<file path="src/rtl/pov_led_pkg.sv">
// Shared types, default 50 MHz timing and colour helpers for the POV LED output path.
package pov_led_pkg;

    typedef enum logic [1:0] {
        IDLE  = 2'd0,
        SEND  = 2'd1,
        GAP   = 2'd2,
        LATCH = 2'd3
    } state_t;

    localparam int DEF_N_LEDS    = 64;
    localparam int DEF_BIT_CYC   = 63;
    localparam int DEF_T0H_CYC   = 20;
    localparam int DEF_T1H_CYC   = 40;
    localparam int DEF_RESET_CYC = 14000;

    // The strip expects green first on the wire.
    function automatic logic [23:0] rgb_to_grb(input logic [23:0] rgb);
        return {rgb[15:8], rgb[23:16], rgb[7:0]};
    endfunction

endpackage

</file>
<file path="src/rtl/ws2812_bit_cell.sv">
// One WS2812 bit cell: line high for T1H/T0H cycles, then low until BIT_CYC cycles elapse.
// A start strobe during the final cycle chains the next cell with no dead cycle.
module ws2812_bit_cell
    import pov_led_pkg::*;
#(
    parameter int BIT_CYC = DEF_BIT_CYC,
    parameter int T0H_CYC = DEF_T0H_CYC,
    parameter int T1H_CYC = DEF_T1H_CYC
) (
    input  logic clk,
    input  logic reset,
    input  logic start,
    input  logic bit_val,
    output logic line,
    output logic cell_last
);

    localparam int CW = $clog2(BIT_CYC);
    localparam logic [CW-1:0] CELL_TOP = CW'(BIT_CYC - 1);
    localparam logic [CW-1:0] HI0_TOP  = CW'(T0H_CYC - 1);
    localparam logic [CW-1:0] HI1_TOP  = CW'(T1H_CYC - 1);

    logic          active;
    logic [CW-1:0] cell_cnt;
    logic [CW-1:0] hi_cnt;

    assign cell_last = active && (cell_cnt == '0);

    // Both timers count down; the line register already holds the level for the coming cycle.
    always_ff @(posedge clk or negedge reset) begin
        if (!reset) begin
            active   <= 1'b0;
            cell_cnt <= '0;
            hi_cnt   <= '0;
            line     <= 1'b0;
        end else if (start) begin
            active   <= 1'b1;
            cell_cnt <= CELL_TOP;
            hi_cnt   <= bit_val ? HI1_TOP : HI0_TOP;
            line     <= 1'b1;
        end else if (active) begin
            if (cell_cnt == '0) begin
                active <= 1'b0;
                line   <= 1'b0;
            end else begin
                cell_cnt <= cell_cnt - CW'(1);
                line     <= (hi_cnt != '0);
                if (hi_cnt != '0) begin
                    hi_cnt <= hi_cnt - CW'(1);
                end
            end
        end
    end

endmodule

</file>
<file path="src/rtl/ws2812_tx.sv">
// WS2812 one-wire transmitter: pixel handshake, GRB shifting, frame sequencing and latch gap.
//   state | meaning
//   IDLE  | line low, ready for the first pixel of a frame
//   SEND  | 24 GRB bit cells going out, MSB first
//   GAP   | mid-frame, line low, waiting for the next pixel (times out to underrun)
//   LATCH | line low for RESET_CYC cycles so the strip latches the frame
module ws2812_tx
    import pov_led_pkg::*;
#(
    parameter int N_LEDS    = DEF_N_LEDS,
    parameter int BIT_CYC   = DEF_BIT_CYC,
    parameter int T0H_CYC   = DEF_T0H_CYC,
    parameter int T1H_CYC   = DEF_T1H_CYC,
    parameter int RESET_CYC = DEF_RESET_CYC,
    localparam int IDX_W    = (N_LEDS > 1) ? $clog2(N_LEDS) : 1
) (
    input  logic             clk,
    input  logic             reset,
    input  logic [23:0]      pixel_color,
    input  logic             pixel_valid,
    output logic             pixel_ready,
    output logic [IDX_W-1:0] led_idx,
    output logic             led_dout,
    output logic             busy,
    output logic             frame_done,
    output logic             underrun
);

    localparam int CNT_MAX = (RESET_CYC > BIT_CYC) ? RESET_CYC : BIT_CYC;
    localparam int CW      = $clog2(CNT_MAX);
    localparam logic [CW-1:0]    WAIT_LAST = CW'(RESET_CYC - 1);
    localparam logic [IDX_W-1:0] IDX_LAST  = IDX_W'(N_LEDS - 1);

    state_t        state_q;
    state_t        state_d;
    logic [22:0]   shreg;
    logic [4:0]    bit_cnt;
    logic [CW-1:0] wait_cnt;
    logic          frame_flag;
    logic [23:0]   pix_grb;
    logic          xfer;
    logic          cell_last;
    logic          cell_start;
    logic          cell_bit;
    logic          cell_next;
    logic          pix_end;
    logic          last_led;
    logic          wait_tc;
    logic          gap_done;
    logic          latch_done;

    assign pix_grb    = rgb_to_grb(pixel_color);
    assign xfer       = pixel_valid && pixel_ready;
    assign last_led   = (led_idx == IDX_LAST);
    assign wait_tc    = (wait_cnt == WAIT_LAST);
    assign pix_end    = (state_q == SEND) && cell_last && (bit_cnt == 5'd0);
    assign cell_next  = (state_q == SEND) && cell_last && (bit_cnt != 5'd0);
    assign gap_done   = (state_q == GAP) && !xfer && wait_tc;
    assign latch_done = (state_q == LATCH) && wait_tc;
    assign cell_start = xfer || cell_next;
    assign cell_bit   = xfer ? pix_grb[23] : shreg[22];
    assign busy       = (state_q != IDLE);

    ws2812_bit_cell #(
        .BIT_CYC (BIT_CYC),
        .T0H_CYC (T0H_CYC),
        .T1H_CYC (T1H_CYC)
    ) u_cell (
        .clk       (clk),
        .reset     (reset),
        .start     (cell_start),
        .bit_val   (cell_bit),
        .line      (led_dout),
        .cell_last (cell_last)
    );

    always_ff @(posedge clk or negedge reset) begin
        if (!reset) begin
            state_q <= LATCH;
        end else begin
            state_q <= state_d;
        end
    end

    // Ready in SEND only on the last cycle of the final cell, and never for the frame's last pixel.
    always_comb begin
        state_d     = state_q;
        pixel_ready = 1'b0;
        case (state_q)
            IDLE: begin
                pixel_ready = 1'b1;
                if (pixel_valid) state_d = SEND;
            end
            SEND: begin
                pixel_ready = pix_end && !last_led;
                if (pix_end) begin
                    if (last_led)         state_d = LATCH;
                    else if (pixel_valid) state_d = SEND;
                    else                  state_d = GAP;
                end
            end
            GAP: begin
                pixel_ready = 1'b1;
                if (pixel_valid)  state_d = SEND;
                else if (wait_tc) state_d = IDLE;
            end
            LATCH: begin
                if (wait_tc) state_d = IDLE;
            end
            default: state_d = LATCH;
        endcase
    end

    always_ff @(posedge clk or negedge reset) begin
        if (!reset) begin
            shreg      <= '0;
            bit_cnt    <= '0;
            led_idx    <= '0;
            wait_cnt   <= '0;
            frame_flag <= 1'b0;
            frame_done <= 1'b0;
            underrun   <= 1'b0;
        end else begin
            frame_done <= 1'b0;
            underrun   <= 1'b0;

            if (xfer) begin
                shreg      <= pix_grb[22:0];
                bit_cnt    <= 5'd23;
                frame_flag <= 1'b1;
            end else if (cell_next) begin
                shreg   <= {shreg[21:0], 1'b0};
                bit_cnt <= bit_cnt - 5'd1;
            end

            if (pix_end && !last_led) begin
                led_idx <= led_idx + IDX_W'(1);
            end

            if (gap_done) begin
                led_idx    <= '0;
                underrun   <= 1'b1;
                frame_flag <= 1'b0;
            end

            if (latch_done) begin
                led_idx    <= '0;
                frame_done <= frame_flag;
                frame_flag <= 1'b0;
            end

            if (state_d != state_q) begin
                wait_cnt <= '0;
            end else if (state_q == GAP || state_q == LATCH) begin
                wait_cnt <= wait_cnt + CW'(1);
            end
        end
    end

endmodule

</file>
<file path="config.mk">
export PLATFORM = sky130hd
export DESIGN_NAME = ws2812_tx
export DESIGN_NICKNAME = d
export VERILOG_FILES = /design/src/rtl/pov_led_pkg.sv /design/src/rtl/ws2812_bit_cell.sv /design/src/rtl/ws2812_tx.sv
export SDC_FILE = /design/constraint.sdc
export NUM_CORES = 1
export LEC_CHECK = 0
export ABC_CLOCK_PERIOD_IN_PS = 3800
export CORE_MARGIN = 3
export CORE_UTILIZATION = 35
export CTS_CLUSTER_DIAMETER = 200
export CTS_CLUSTER_SIZE = 8
export DETAILED_ROUTE_END_ITERATION = 12
export GPL_ROUTABILITY_DRIVEN = 0
export PLACE_DENSITY = 0.6
export SYNTH_ARGS = -nofsm -noshare
export SYNTH_HDL_FRONTEND = slang
export SYNTH_HIERARCHICAL = 1
export SYNTH_SLANG_ARGS = --single-unit
</file>
<file path="constraint.sdc">
create_clock -name clk -period 3.8 [get_ports clk]
set_clock_uncertainty 0.15 [all_clocks]
set_input_delay 0.76 -clock clk [delete_from_list [all_inputs] [get_ports clk]]
set_output_delay 0.76 -clock clk [all_outputs]
set_load 0.01 [all_outputs]
</file>
==> results of run 1 <==
power groups by stage:
stage / Combinational [uW] / Clock, uW / Sequential [uW]
6_report: 596 / 560 / 1080
5_1_grt: 675 / 614 / 1110
3_5_place_dp: 598 / 0 / 1090
3_3_place_gp: 587 / 0 / 1090
2_1_floorplan: 448 / 0 / 1050
4_1_cts: 600 / 580 / 1080
stage by stage:
stage / hold WS (ns) / area (sq um)
2_1_floorplan: 0.314 / 3490
3_3_place_gp: 0.336 / 3950
3_5_place_dp: 0.339 / 3950
4_1_cts: 0.177 / 4130
5_1_grt: 0.183 / 4130
6_report: 0.179 / 4130
timing repair:
action / CTS / global route
gates resized for setup: 0 / 2
endpoints found under the setup margin: 0 / 1
hold buffers: 0 / 0
worst max-delay path, cell delays in order, from the launching register on:
cell	delay (ns)
dfrtp_1	0.42
or4b_1	0.60
nor2_2	0.22
and3b_1	0.22
nand2_2	0.14
o21ai_1	0.22
clkdlybuf4s50_1	0.56
routing by layer:
| layer | GRT usage | up-vias | wire length [um] |
|---|---|---|---|
| li1 | - | 1294 | - |
| met1 | 0.189 | 1318 | 3530 |
| met2 | 0.221 | 50 | 3430 |
| met3 | 0.0398 | 6 | 305 |
| met4 | 0.0361 | 0 | 57 |
| met5 | 0 | - | 0 |
worst paths after layout:
path,from,endpoint
worst max-delay path,u_cell/cell_cnt[2],pixel_ready
worst min-delay path,reset,shreg[12]
worst max register to register,u_cell/cell_cnt[2],u_cell/hi_cnt[4]
worst min register to register,shreg[8],shreg[8]
max in group asynchronous,reset,led_idx[3]
min in group clk,shreg[8],shreg[8]
synth_stat cells (5+ instances only):
library cell,n
a221o_1,20
xnor2_1,11
buf_2,10
inv_1,15
nand4_1,6
nor3_1,14
a21oi_1,12
o21ai_0,8
nor2_1,19
nand3_1,11
dfrtp_1,65
nor4_1,7
xor2_1,7
nand2_1,17
nand2b_1,7
and3_1,18
or4_1,5
ha_1,8
area by class of cell:
| class | count | area, sq um |
|---|---|---|
| Timing Repair Buffer | 42 | 403 |
| Multi-Input combinational cell | 228 | 1650 |
| Tap cell | 129 | 161 |
| Clock buffer | 10 | 128 |
| Fill cell | 936 | 5330 |
| Clock inverter | 5 | 55.1 |
| Inverter | 16 | 60.1 |
| Sequential cell | 67 | 1680 |
cell families (layout without fill, tap and decap cells):
kind of cell	after synthesis	after routing
and+or+nand+nor	133	133
DFF	67	67
AOI/OAI and AO/OA	62	62
buffers and inverters	34	73
xor gates and xnor gates	18	18
adders and majority gates	8	8
muxes	7	7
state kept, by name, indices dropped and copies added, names as in the netlist:
name             cells
bit_cnt              5
u_cell/line          1
wait_cnt            14
u_cell/hi_cnt        6
shreg               23
underrun             1
u_cell/active        1
frame_flag           1
u_cell/cell_cnt      6
led_idx              6
frame_done           1
state_q              2
==> metrics.cfg, run 1 <==
[status]
outcome=complete, no violations

[yosys]
yosys-top-cells-area=dfrtp_1, a221o_1, and3_1
syn_nets=364
yosysTopAreaCellShare=0.466
synth_top_family_by_area=simple AND/OR/NAND/NOR gates
ys.flop_type=dfrtp_1
ys_seq_area_frac=0.481
yosys.area.top_type=dfrtp_1
synth_mux_area_frac=0.0219
ys_ff_latch=67
synth_compound_area_frac=0.145
synth_edf_count=0
synthSimpleGateAreaFrac=0.228
synthAdderAreaFrac=0.0287
ys_warn_count=6
synth-xor-area-share=0.0451
postSynthAreaPerCell_sq_um=10.6
netlist_instances=329
synth_area_sq_um=3490
synth_cell_types=60
synthArstFlopShare=1.00

[power]
p_switching_uw=703
seqPwrFrac=0.484
sw_frac_of_total=0.314
combPwrFrac=0.266
powerDensity_nw_per_um2=542
clkPwrFrac=0.250
total_leakage_power_uw=0.00173
p_int_uw=1540
ir_drop_uv=358
total_power_uw=2240

[global_routing]
grt_pass1_vias=2644
antenna_found_initial=0
grt_first_pass_wirelength_mm=12.8
grt_max_degree=32
track_usage=0.140
grt_overflow_total=0

[worst_setup_path]
crit_type=reg -> out
worstPathRequired_ns=2.89
end_kind=primary output
path_max_fanout=10
r2r_setup_slack_ns=0.72
r2r_cells=10
worstPathArrival_ns=2.71
cp-start-kind=flop

[layout]
final_cell_count_no_fill=497
diodes=0
finish.utilization=0.437
drive_gt1_frac=0.117
final_common_cell=dfrtp_1
mostFrequentLayoutCells=dfrtp_1, clkdlybuf4s50_1, a221o_1
layout.nets=399
syn_to_final_growth_pct=18.3

[route]
drt-total-wl_mm=7.33
drc_errors=0
wl_per_cell_um=14.7
vias=2668
drtIter0Drc=110
drt_first_pass_iters=4
postRouteAntennaNets=0
via_per_inst=5.37

[place]
post-place-ws_ns=0.377
dp_hpwl_mm=5.01
placed_cells=482
io_buffers=37

[die]
coreArea_sq_um=9460
die_area_sq_um=11200
initial_core_util=0.369
ios=38
fp-row-count=35
die_height_um=106
fp.dieW_um=106

[clock_network]
cts.htree.levels=3
cts_setup_buffers=0
cts_max_path_buffers=2
cts_root_buf=clkbuf_8
clock_latency_ns=0.34
cts_made_buffers=9
cts.sinks=67
cts_tree=yes
clkTransAtPathRegs_ns=0.07

[sta]
tns_ns=0
setup_violations=0
finalCritPeriodShare=0.953
fin_crit_ns=3.62
timing.slew.headroom=0.477
rsz0062_at_grt=no
worst_slew_pin_slew_ns=0.784
fmaxAchievable_mhz=276
finalMaxSlewViolations=0
fin_ws_ns=0.178
hold_viol=0

[flow_run]
drv_cap=0

[worst_hold_path]
min_path_type=in -> async

(Power assumes the default switching activity.)
==> run 2: changes to the inputs <==
--- a/config.mk
+++ b/config.mk
@@ -12,7 +12,6 @@
 export CTS_CLUSTER_SIZE = 8
 export DETAILED_ROUTE_END_ITERATION = 12
 export GPL_ROUTABILITY_DRIVEN = 0
-export PLACE_DENSITY = 0.6
 export SYNTH_ARGS = -nofsm -noshare
 export SYNTH_HDL_FRONTEND = slang
 export SYNTH_HIERARCHICAL = 1
==> results of run 2 <==
Same layout as run 1: the final DEF is identical, and so are final timing and power.
==> run 3: changes to the inputs <==
--- a/config.mk
+++ b/config.mk
@@ -5,13 +5,15 @@
 export SDC_FILE = /design/constraint.sdc
 export NUM_CORES = 1
 export LEC_CHECK = 0
-export ABC_CLOCK_PERIOD_IN_PS = 3800
+export ABC_CLOCK_PERIOD_IN_PS = 3700
+export CAP_MARGIN = 20
 export CORE_MARGIN = 3
 export CORE_UTILIZATION = 35
 export CTS_CLUSTER_DIAMETER = 200
 export CTS_CLUSTER_SIZE = 8
 export DETAILED_ROUTE_END_ITERATION = 12
 export GPL_ROUTABILITY_DRIVEN = 0
+export REMOVE_ABC_BUFFERS = 1
 export SYNTH_ARGS = -nofsm -noshare
 export SYNTH_HDL_FRONTEND = slang
 export SYNTH_HIERARCHICAL = 1
==> constraint.sdc (replaced) <==
create_clock -name clk -period 3.7 [get_ports clk]
set_clock_uncertainty 0.15 [all_clocks]
set_input_delay 0.74 -clock clk [delete_from_list [all_inputs] [get_ports clk]]
set_output_delay 0.74 -clock clk [all_outputs]
set_load 0.01 [all_outputs]
==> run 3 against run 2 <==
  * Worst hold slack improved by 0.18 ns
  * Global-route usage is 0.20 points lower
  * Via count decreased by 0.94%
  * Clock power is 12% higher
  * Critical path type unchanged
  * Highest routed layer unchanged
==> metrics.cfg, run 3 (synthesis gave the netlist of run 1 again) <==
[status]
outcome=complete, no violations

[sta]
rsz0062_at_grt=no
fin_crit_ns=3.55
setup_violations=0
finalMaxSlewViolations=0
hold_viol=0
finalCritPeriodShare=0.960
fin_ws_ns=0.147
timing.slew.headroom=0.426
fmaxAchievable_mhz=281
tns_ns=0
worst_slew_pin_slew_ns=0.860

[global_routing]
grt_first_pass_wirelength_mm=12.7
grt_max_degree=68
grt_overflow_total=0
grt_pass1_vias=2706
track_usage=0.138
antenna_found_initial=0

[route]
drt_first_pass_iters=5
drt-total-wl_mm=7.45
wl_per_cell_um=15.0
drc_errors=0
vias=2643
postRouteAntennaNets=0
via_per_inst=5.33
drtIter0Drc=85

[layout]
largest_reg_flops=23
layout.nets=398
nFillCells=950
multiInputGateArea_sq_um=1650
mostFrequentLayoutCells=dfrtp_1, clkdlybuf4s50_1, a221o_1
syn_to_final_growth_pct=18.9
seq_area_sq_um=1680
diodes=0
drive_gt1_frac=0.117
top_regs=shreg x23, wait_cnt x14
final_common_cell=dfrtp_1
max_flop_register=shreg

[worst_setup_path]
worstPathArrival_ns=2.66
cp-start-kind=flop
crit_type=reg -> out
end_kind=primary output
worst_path_largest_cell_delay_ns=0.59
r2r-start=u_cell/cell_cnt[2]
path_max_fanout=10
crit_family=simple AND/OR/NAND/NOR gates
cpMaxStageDelayCell=or4b_4
critical_path_buf_inv_count=1
r2r_setup_slack_ns=0.72
worstPathRequired_ns=2.81
crit_chain=or4b_4 -> nor2_4 -> and3b_1 -> nand2_2 -> o21ai_1 -> clkdlybuf4s50_1
worstSetupStartpoint=u_cell/cell_cnt[2]

[die]
die_area_sq_um=11200
fp-row-count=35
initial_core_util=0.369
die_height_um=106
coreArea_sq_um=9460
ios=38
fp.dieW_um=106

[clock_network]
cts_setup_buffers=0
cts-hold-fix-buffers=0
cts_root_buf=clkbuf_8
cts_max_path_buffers=2
cts.htree.levels=3
clock_latency_ns=0.34
cts.sinks=67
cts_made_buffers=9
clkTransAtPathRegs_ns=0.07
post_cts_resized=2
cts_tree=yes

[place]
io_buffers=37
dp_hpwl_mm=4.95
post-place-ws_ns=0.318

[worst_hold_path]
min_from=shreg[14]
min_path_type=reg -> reg

[power]
ir_drop_uv=316
powerDensity_nw_per_um2=568
total_leakage_power_uw=0.00175

[flow_run]
drv_cap=0

==> run 3: changes by cell type in the layout (fill, tap and decap cells not counted), moves of 2 or more <==
cell	delta
clkinvlp_4	-2
clkbuf_8	+2
clkinv_4	+2
clkinv_2	-2
==> run 3: where the power goes <==
part           total (uW)  switching [uW]  internal, uW
logic                 615             284           331
clock network         628             281           347
registers            1120             170           945
==> run 3: final timing paths <==
path,endpoint,depth (start not counted)
setup reg to reg,u_cell/hi_cnt[4],10
min in group asynchronous,led_idx[5],2
hold / removal,shreg[14],1
hold reg to reg,shreg[14],1
max in group asynchronous,led_idx[2],2
setup / recovery,pixel_ready,6
==> run 3: final cells by class <==
cell class	instances	area share
inverter	16	0.0145
tap	129	0.0389
clock inverter	3	0.0114
timing repair buffer	41	0.0952
multi-input combinational	228	0.398
clock buffer	12	0.0374
sequential	67	0.404
==> run 3: stage by stage <==
step / hold slack [ns] / cell area, sq um / std cells / total power (uW) / utilization
2_1_floorplan: 0.294 / 3380 / 311 / 1540 / -
3_3_place_gp: 0.337 / 3940 / 481 / 1720 / 0.416
3_5_place_dp: 0.340 / 3940 / 481 / 1730 / 0.416
4_1_cts: 0.363 / 4140 / 496 / 2380 / 0.438
5_1_grt: 0.371 / 4150 / 496 / 2510 / 0.439
6_report: 0.360 / 4150 / 496 / 2360 / 0.439
==> run 3: routing by layer <==
layer | global-route usage | up-vias | share of wire
met5 | 0 | - | 0
met4 | 0.0342 | 0 | 0.010
met3 | 0.0312 | 8 | 0.030
met2 | 0.228 | 40 | 0.48
met1 | 0.182 | 1307 | 0.48
li1 | - | 1288 | -
